## config.mk

```make
export PLATFORM = sky130hd
export DESIGN_NAME = writeback_arbiter_flat
export DESIGN_NICKNAME = d
export VERILOG_FILES = /design/src/rtl/writeback_arbiter_if.sv /design/src/rtl/writeback_arbiter.sv /design/src/flat_wrapper.sv
export SDC_FILE = /design/constraint.sdc
export NUM_CORES = 1
export LEC_CHECK = 0
export ABC_CLOCK_PERIOD_IN_PS = 2650
export CAP_MARGIN = 0
export CELL_PAD_IN_SITES_DETAIL_PLACEMENT = 0
export CELL_PAD_IN_SITES_GLOBAL_PLACEMENT = 1
export CORE_UTILIZATION = 36
export CTS_CLUSTER_SIZE = 10
export DETAILED_ROUTE_END_ITERATION = 12
export HOLD_SLACK_MARGIN = 0.12
export PLACE_DENSITY_LB_ADDON = 0.1
export SLEW_MARGIN = 0
export SYNTH_ARGS = -nofsm -noshare
export SYNTH_HDL_FRONTEND = slang
export SYNTH_SLANG_ARGS = --single-unit
export TNS_END_PERCENT = 20
```

## constraint.sdc

```tcl
create_clock -name clock -period 2.65 [get_ports clock]
set_input_delay 0.53 -clock clock [delete_from_list [all_inputs] [get_ports clock]]
set_output_delay 0.53 -clock clock [all_outputs]
set_load 0.01 [all_outputs]
```

## src/rtl/writeback_arbiter_if.sv

```systemverilog
// Writeback bundle between the ALU/memory producers, the decode read indices
// and the arbiter. The register file write port and bypass results are returned here.
interface writeback_arbiter_if #(
  parameter int FIFO_DEPTH = 4
);
  localparam int CW = $clog2(FIFO_DEPTH) + 1;

  logic          alu_valid;
  logic [7:0]    alu_dest;
  logic [31:0]   alu_data;
  logic          alu_hold;

  logic          mem_valid;
  logic [7:0]    mem_dest;
  logic [31:0]   mem_data;
  logic          mem_ready;

  logic [7:0]    dest;
  logic [31:0]   write_data;
  logic          write_enable;

  logic [7:0]    src1;
  logic [7:0]    src2;
  logic          bypass1_hit;
  logic [31:0]   bypass1_data;
  logic          bypass2_hit;
  logic [31:0]   bypass2_data;

  logic [CW-1:0] pending_count;

  modport master (
    output alu_valid, alu_dest, alu_data, mem_valid, mem_dest, mem_data, src1, src2,
    input  alu_hold, mem_ready, dest, write_data, write_enable,
           bypass1_hit, bypass1_data, bypass2_hit, bypass2_data, pending_count
  );

  modport slave (
    input  alu_valid, alu_dest, alu_data, mem_valid, mem_dest, mem_data, src1, src2,
    output alu_hold, mem_ready, dest, write_data, write_enable,
           bypass1_hit, bypass1_data, bypass2_hit, bypass2_data, pending_count
  );
endinterface

```

## src/rtl/writeback_arbiter.sv

```systemverilog
// Merges ALU results (highest priority) and buffered memory/FPU results onto the
// register file's single write port, and forwards the registered write to decode.
module writeback_arbiter #(
  parameter int         FIFO_DEPTH = 4,
  parameter logic [7:0] ZERO_REG   = 8'd255
) (
  input  logic                clock,
  input  logic                reset_n,
  writeback_arbiter_if.slave  wb
);
  localparam int PW = $clog2(FIFO_DEPTH);
  localparam int CW = PW + 1;
  localparam logic [CW-1:0] DEPTH_C = CW'(FIFO_DEPTH);

  logic [7:0]    fifo_dest [FIFO_DEPTH];
  logic [31:0]   fifo_data [FIFO_DEPTH];
  logic [PW-1:0] rd_ptr;
  logic [PW-1:0] wr_ptr;
  logic [CW-1:0] count;

  logic alu_write;
  logic mem_accept;
  logic fifo_nonempty;
  logic dequeue;
  logic direct;
  logic enqueue;

  // Ready and hold depend only on the registered count so the producer sees no
  // combinational path from its own valid.
  assign wb.mem_ready     = reset_n && (count < DEPTH_C);
  assign wb.alu_hold      = (count == DEPTH_C);
  assign wb.pending_count = count;

  always_comb begin
    alu_write     = wb.alu_valid && (wb.alu_dest != ZERO_REG);
    mem_accept    = wb.mem_valid && wb.mem_ready;
    fifo_nonempty = (count != '0);
    dequeue       = !alu_write && fifo_nonempty;
    direct        = !alu_write && !fifo_nonempty && mem_accept && (wb.mem_dest != ZERO_REG);
    enqueue       = mem_accept && (wb.mem_dest != ZERO_REG) && !direct;
  end

  always_ff @(posedge clock) begin
    if (!reset_n) begin
      wb.write_enable <= 1'b0;
      wb.dest         <= '0;
      wb.write_data   <= '0;
      rd_ptr          <= '0;
      wr_ptr          <= '0;
      count           <= '0;
    end else begin
      wb.write_enable <= alu_write || dequeue || direct;
      if (alu_write) begin
        wb.dest       <= wb.alu_dest;
        wb.write_data <= wb.alu_data;
      end else if (dequeue) begin
        wb.dest       <= fifo_dest[rd_ptr];
        wb.write_data <= fifo_data[rd_ptr];
      end else if (direct) begin
        wb.dest       <= wb.mem_dest;
        wb.write_data <= wb.mem_data;
      end
      if (dequeue) rd_ptr <= rd_ptr + 1'b1;
      if (enqueue) wr_ptr <= wr_ptr + 1'b1;
      if (enqueue && !dequeue)      count <= count + 1'b1;
      else if (dequeue && !enqueue) count <= count - 1'b1;
    end
  end

  // Storage needs no reset; the pointers and count define which entries are live.
  always_ff @(posedge clock) begin
    if (enqueue) begin
      fifo_dest[wr_ptr] <= wb.mem_dest;
      fifo_data[wr_ptr] <= wb.mem_data;
    end
  end

  always_comb begin
    wb.bypass1_hit  = wb.write_enable && (wb.src1 == wb.dest) && (wb.src1 != ZERO_REG);
    wb.bypass2_hit  = wb.write_enable && (wb.src2 == wb.dest) && (wb.src2 != ZERO_REG);
    wb.bypass1_data = wb.bypass1_hit ? wb.write_data : 32'd0;
    wb.bypass2_data = wb.bypass2_hit ? wb.write_data : 32'd0;
  end
endmodule

```

## src/flat_wrapper.sv

```systemverilog
// flat-port wrapper written by rule: the top's interface ports become plain ports
module writeback_arbiter_flat 
#(
  parameter int         FIFO_DEPTH = 4,
  parameter logic [7:0] ZERO_REG   = 8'd255
)
  (clock, reset_n, wb_alu_valid, wb_alu_dest, wb_alu_data, wb_mem_valid, wb_mem_dest, wb_mem_data, wb_src1, wb_src2, wb_alu_hold, wb_mem_ready, wb_dest, wb_write_data, wb_write_enable, wb_bypass1_hit, wb_bypass1_data, wb_bypass2_hit, wb_bypass2_data, wb_pending_count);
  writeback_arbiter_if #(.FIFO_DEPTH(FIFO_DEPTH)) wb_i ();
  input  logic clock;
  input  logic reset_n;
  input wire logic [$bits(wb_i.alu_valid)-1:0] wb_alu_valid;
  input wire logic [$bits(wb_i.alu_dest)-1:0] wb_alu_dest;
  input wire logic [$bits(wb_i.alu_data)-1:0] wb_alu_data;
  input wire logic [$bits(wb_i.mem_valid)-1:0] wb_mem_valid;
  input wire logic [$bits(wb_i.mem_dest)-1:0] wb_mem_dest;
  input wire logic [$bits(wb_i.mem_data)-1:0] wb_mem_data;
  input wire logic [$bits(wb_i.src1)-1:0] wb_src1;
  input wire logic [$bits(wb_i.src2)-1:0] wb_src2;
  output wire logic [$bits(wb_i.alu_hold)-1:0] wb_alu_hold;
  output wire logic [$bits(wb_i.mem_ready)-1:0] wb_mem_ready;
  output wire logic [$bits(wb_i.dest)-1:0] wb_dest;
  output wire logic [$bits(wb_i.write_data)-1:0] wb_write_data;
  output wire logic [$bits(wb_i.write_enable)-1:0] wb_write_enable;
  output wire logic [$bits(wb_i.bypass1_hit)-1:0] wb_bypass1_hit;
  output wire logic [$bits(wb_i.bypass1_data)-1:0] wb_bypass1_data;
  output wire logic [$bits(wb_i.bypass2_hit)-1:0] wb_bypass2_hit;
  output wire logic [$bits(wb_i.bypass2_data)-1:0] wb_bypass2_data;
  output wire logic [$bits(wb_i.pending_count)-1:0] wb_pending_count;
  assign wb_i.alu_valid = wb_alu_valid;
  assign wb_i.alu_dest = wb_alu_dest;
  assign wb_i.alu_data = wb_alu_data;
  assign wb_i.mem_valid = wb_mem_valid;
  assign wb_i.mem_dest = wb_mem_dest;
  assign wb_i.mem_data = wb_mem_data;
  assign wb_i.src1 = wb_src1;
  assign wb_i.src2 = wb_src2;
  assign wb_alu_hold = wb_i.alu_hold;
  assign wb_mem_ready = wb_i.mem_ready;
  assign wb_dest = wb_i.dest;
  assign wb_write_data = wb_i.write_data;
  assign wb_write_enable = wb_i.write_enable;
  assign wb_bypass1_hit = wb_i.bypass1_hit;
  assign wb_bypass1_data = wb_i.bypass1_data;
  assign wb_bypass2_hit = wb_i.bypass2_hit;
  assign wb_bypass2_data = wb_i.bypass2_data;
  assign wb_pending_count = wb_i.pending_count;
  writeback_arbiter #(.FIFO_DEPTH(FIFO_DEPTH), .ZERO_REG(ZERO_REG)) u_core (.clock(clock), .reset_n(reset_n), .wb(wb_i));
endmodule
```

After elaboration in Yosys (flattened, before gate mapping):

Memory sizes are Yosys's and may differ from the RTL's. A register that Yosys moved wholly into a read port is not among the register bits.
Index checks and enable logic that the tools add are counted.

* register bits: 48
* latch bits: 0
* bits in writable memories: 160
* memory bits (read-only): 0
* input port bits: 100
* output and inout bits: 112
* word-level logic and storage cells: 61
* memories kept: 2

* add/subtract/negate cells: 4
* multiply operators: 0
* divide/modulo/power cells: 0
* magnitude comparators: 1
* equal/unequal tests: 7
* shift operators: 0
* muxes and demuxes: 16
* bitwise gates (word level): 0
* reductions and logical operators: 25

Memory list
* u_core.fifo_data: words 4, bits a word 32, rd ports 1, clocked after memory_dff 1, wr ports 1, RTL line writeback_arbiter.sv:16 `logic [31:0] fifo_data [FIFO_DEPTH];`
* u_core.fifo_dest: words 4, bits a word 8, rd ports 1, clocked after memory_dff 1, wr ports 1, RTL line writeback_arbiter.sv:15 `logic [7:0] fifo_dest [FIFO_DEPTH];`

Operators by type and width (number)
* $mux W32: 5
* $ne A8 B8 Y1 const B: 4
* $mux W8: 3
* $eq A8 B8 Y1: 2
* $logic_and A1 B1 Y1: 15
* $mux W2: 4
* $mux W3: 2
* $reduce_bool A3 Y1: 2
* $logic_not A1 Y1: 5
* $add A2 B1 Y2 const B: 2
* $add A3 B1 Y3 const B: 1
* $eq A3 B3 Y1 const B: 1
* $lt A3 B3 Y1 const B: 1
* $sub A3 B1 Y3 const B: 1
* $logic_or A1 B1 Y1: 2
* $mux W1: 2
* $reduce_bool A2 Y1: 1

Depth between registers and ports, before layout:

* word-level depth: 12
* mapped depth: 10
* mapped depth without buffers: 9

Least setup slack after synthesis:

OpenSTA, ideal clock, no wires.

* kind: input to register
* from: input port wb_mem_valid
* to: memory u_core.fifo_data[2][0], enable pin
* setup time: 0.401 ns
* arrival: 2.113 ns
* data required time: 2.249 ns
* path slack: 0.135 ns
* stages: 4
* path buffers: 0
* path through: and3b_1 > o21ai_4 > a21oi_2 > and2_1

* cells in the longest elaborated chain, start to end: 7
* elaborated cells between the ends (all ways): 8
* those cells by class: mux: 2; reduce/logical: 6

Ends and longest elaborated chain
* start, declared: RTL line flat_wrapper.sv:14 `input wire logic [$bits(wb_i.mem_valid)-1:0] wb_mem_valid;`
* $logic_and A1 B1 Y1 *: RTL line writeback_arbiter.sv:36 `mem_accept = wb.mem_valid && wb.mem_ready;`
* $logic_and A1 B1 Y1 (2 in series): RTL line writeback_arbiter.sv:39 `direct = !alu_write && !fifo_nonempty && mem_accept && (wb.mem_dest != ZERO_REG);`
* $logic_not A1 Y1: RTL line writeback_arbiter.sv:40 `enqueue = mem_accept && (wb.mem_dest != ZERO_REG) && !direct;`
* $logic_and A1 B1 Y1 *: RTL line writeback_arbiter.sv:40
* net u_core.enqueue: RTL line writeback_arbiter.sv:26 `logic enqueue;`
* $mux W1 *: RTL line writeback_arbiter.sv:72 `if (enqueue) begin`
* $mux W1 (implied by the code) *: RTL line writeback_arbiter.sv:74 `fifo_data[wr_ptr] <= wb.mem_data;`
* end, declared: RTL line writeback_arbiter.sv:16

The timed path passes the listed nets; every way through them passes the cells marked *.

Final worst setup path:

* from: register u_core.wb.dest[2]
* to: output port wb_bypass2_data[2]

* cells in the longest elaborated chain, start to end: 4

Ends and longest elaborated chain
* start, declared: RTL line writeback_arbiter_if.sv:39 `output alu_hold, mem_ready, dest, write_data, write_enable,`
* start signal, assigned: RTL line writeback_arbiter.sv:54 `wb.dest <= wb.alu_dest;`
* start signal, assigned: RTL line writeback_arbiter.sv:57 `wb.dest <= fifo_dest[rd_ptr];`
* start signal, assigned: RTL line writeback_arbiter.sv:60 `wb.dest <= wb.mem_dest;`
* $eq A8 B8 Y1: RTL line writeback_arbiter.sv:80 `wb.bypass2_hit = wb.write_enable && (wb.src2 == wb.dest) && (wb.src2 != ZERO_REG);`
* $logic_and A1 B1 Y1 (2 in series): RTL line writeback_arbiter.sv:80
* $mux W32: RTL line writeback_arbiter.sv:82 `wb.bypass2_data = wb.bypass2_hit ? wb.write_data : 32'd0;`
* end, declared: RTL line flat_wrapper.sv:27 `output wire logic [$bits(wb_i.bypass2_data)-1:0] wb_bypass2_data;`

No other way between the ends.

==> out/metrics.yaml <==
post-place-ws_ps: -516
io_pins: 212
yosys.cell_count.top_type: "edfxtp_1"
hp-class: "register to register"
crit_type: "register to output pin"
yosysSeqAreaShare: 0.645
netlist_area_um2: 9000
cts_buffers: 25
placed_area_um2: 11900
status: "finished with violations"
antenna_found_initial: 3
grt_pass1_vias: 6736
synth-edff-count: 160
dieArea_um2: 25600
cellPowerDensity_nw_per_um2: 792
p_comb_frac: 0.293
tritoncts: "done"
clk-insertion-delay-late_ps: 500
drc: 0
rsz0062_at_grt: "yes"
overflow: 0
core_um2: 24400
max_slew_margin: 0.601
synth_cell_types: 38
critPathCaptureType: "output pin"
vias_per_cell: 5.10
tightest_slew_ps: 598
cp.arrival_ps: 2190
worstPathRequired_ps: 2120
num_vias: 6456
post-route-period-util: 1.03
p_int_w: 0.00723
cts_buffer_depth: 3
routed_wl_um: 26300
ctsHoldBuffers: 0
final_nets: 1028
grt_max_degree: 45
leakagePower_nw: 4.69
cts_max_level: 1
p_clk_frac: 0.292
switching_share: 0.296
gp_congestion: 0.789
pwr-share-seq: 0.415
cts.clk_slew.worst_paths_ps: 50
switchingPower_w: 0.00304
synth_cells: 655
die_w_um: 160
root_buffer: "clkbuf_16"
crit_fanout: 8
finalHoldViolCount: 0
avgSynthCellArea_um2: 13.7
layout-drive-gt1-share: 0.291
io_buffers: 211
drv_slew: 0
ys_ff_latch: 210
drt_iter0_drc: 353
setup_violations: 64
grt_pass1_wl_um: 40700
min_period_ps: 2720
synthFlopType: "edfxtp_1"
drtPass1Iterations: 5
fin_util: 0.531
yosysTopAreaCellShare: 0.534
ant_nets: 0
wl_per_cell_um: 20.8
area_growth_pct: 43.9
cts_num_sinks: 210
start_util: 0.369
violations: "setup timing"
synthTopCellsByArea: "edfxtp_1 (53%), dfxtp_1 (11%), mux4_2 (10%), and2_1 (5.1%), nand2_1 (4.0%)"
synth-async-reset-ratio: 0
fmax_mhz: 367
synth_warnings: 0
finalClockSkew_ps: 10.4
netlist_top_cells_count: "edfxtp_1 (160), nand2_1 (97), and2_1 (73)"
peakVddDrop_mv: 0.509
hpwl_um: 16800
final_area_um2: 13000
layout_setup_ws_ps: -74.5
grt_usage: 0.209
cap_viol_max_count: 0
rows: 57
yosys.area.top_type: "edfxtp_1"
die_h_um: 160
start_kind: "register"
fin_total_pwr_w: 0.0103
synth_nets: 761
## metal layers
layer	vias to the layer above	GRT usage	routed length [µm]
li1	2963	-	-
met1	3226	0.271	11200
met2	224	0.355	13000
met3	43	0.0379	1480
met4	0	0.0645	634
met5	-	0	0
## power groups by stage
stage / registers, W / clock network (W) / logic, W
3_5_place_dp: 0.00432 / 0 / 0.00299
4_1_cts: 0.00427 / 0.00308 / 0.00304
6_report: 0.00426 / 0.00299 / 0.00301
5_1_grt: 0.00431 / 0.00320 / 0.00328
2_1_floorplan: 0.00431 / 0 / 0.00166
3_3_place_gp: 0.00430 / 0 / 0.00297
## final timing paths
check        cells past startpoint  slack [ps]                         end                        from
max                              9         -70          wb_bypass2_data[2]           u_core.wb.dest[2]
min                              2         480    u_core.wb.write_data[21]    u_core.wb.write_data[21]
min reg2reg                      2         480    u_core.wb.write_data[21]    u_core.wb.write_data[21]
max reg2reg                      9         380  u_core.wb.pending_count[2]  u_core.wb.pending_count[2]
## cell usage in the layout (no fill, tap or decap), types with 15 or more instances in the layout
cell             synthesis  layout
buf_12                   0      17
dfxtp_1                 50      41
o21ai_0                 61      59
nand2_1                 97      97
buf_6                    3      46
clkbuf_16                0      25
and2_1                  73      28
buf_4                    5      39
mux4_2                  40      40
xnor2_1                 16      15
and2_4                   0      41
edfxtp_1               160     160
buf_2                   12      23
nand3_1                 32      32
clkdlybuf4s50_1          0     129
dlygate4sd2_1            0      15
clkbuf_1                10      18
## registers in the layout, indices dropped and copies added, names as in the netlist, named ones only
register                 cells
u_core.fifo_dest            32
u_core.fifo_data           128
u_core.wb.dest               8
u_core.wb.pending_count      3
u_core.wb.write_data        32
u_core.rd_ptr                2
u_core.wb.write_enable       1
u_core.wr_ptr                2
## cell type report
type | count | area (µm²)
fillers | 2075 | 11400
flip-flops and latches | 210 | 5820
multi-input cells | 399 | 3110
repair buffers | 279 | 2890
clock buffers | 43 | 693
well taps | 324 | 405
inverters | 7 | 26.3
clock inverters | 2 | 13.8
diodes | 1 | 2.50
## worst max-delay path: stages, from the launching register on
cell and delay [ps]:
dfxtp_4 360, xor2_1 140, a21oi_1 120, nand4_1 170, a211oi_4 250, buf_6 140
buf_8 130, buf_16 140, and2_4 150, buf_6 100
## what timing repair did
action                     in CTS  in global routing
gates cloned                    8                  0
setup endpoints to repair      66                 66
pin swaps                       9                  5
resized for setup             343                 57
setup buffers                  14                  2
## cell families after synthesis
logic type,Yosys count,synth area share
compound gates,107,0.0698
buf+inv,46,0.0263
mux,46,0.107
simple gates,221,0.124
fa+ha+maj,6,0.00917
flops,210,0.645
xor+xnor,19,0.0185
## per-stage QoR
step / cells / setup TNS, ps / hold slack [ps]
after floorplan: 655 / 0 / 486
after global placement: 1202 / -30840 / 466
after detailed placement: 1202 / -32030 / 475
after CTS: 1267 / -5720 / 483
after global routing: 1265 / -9390 / 505
final: 1265 / -3140 / 479
Note: power is estimated with default switching activity, not from simulation.
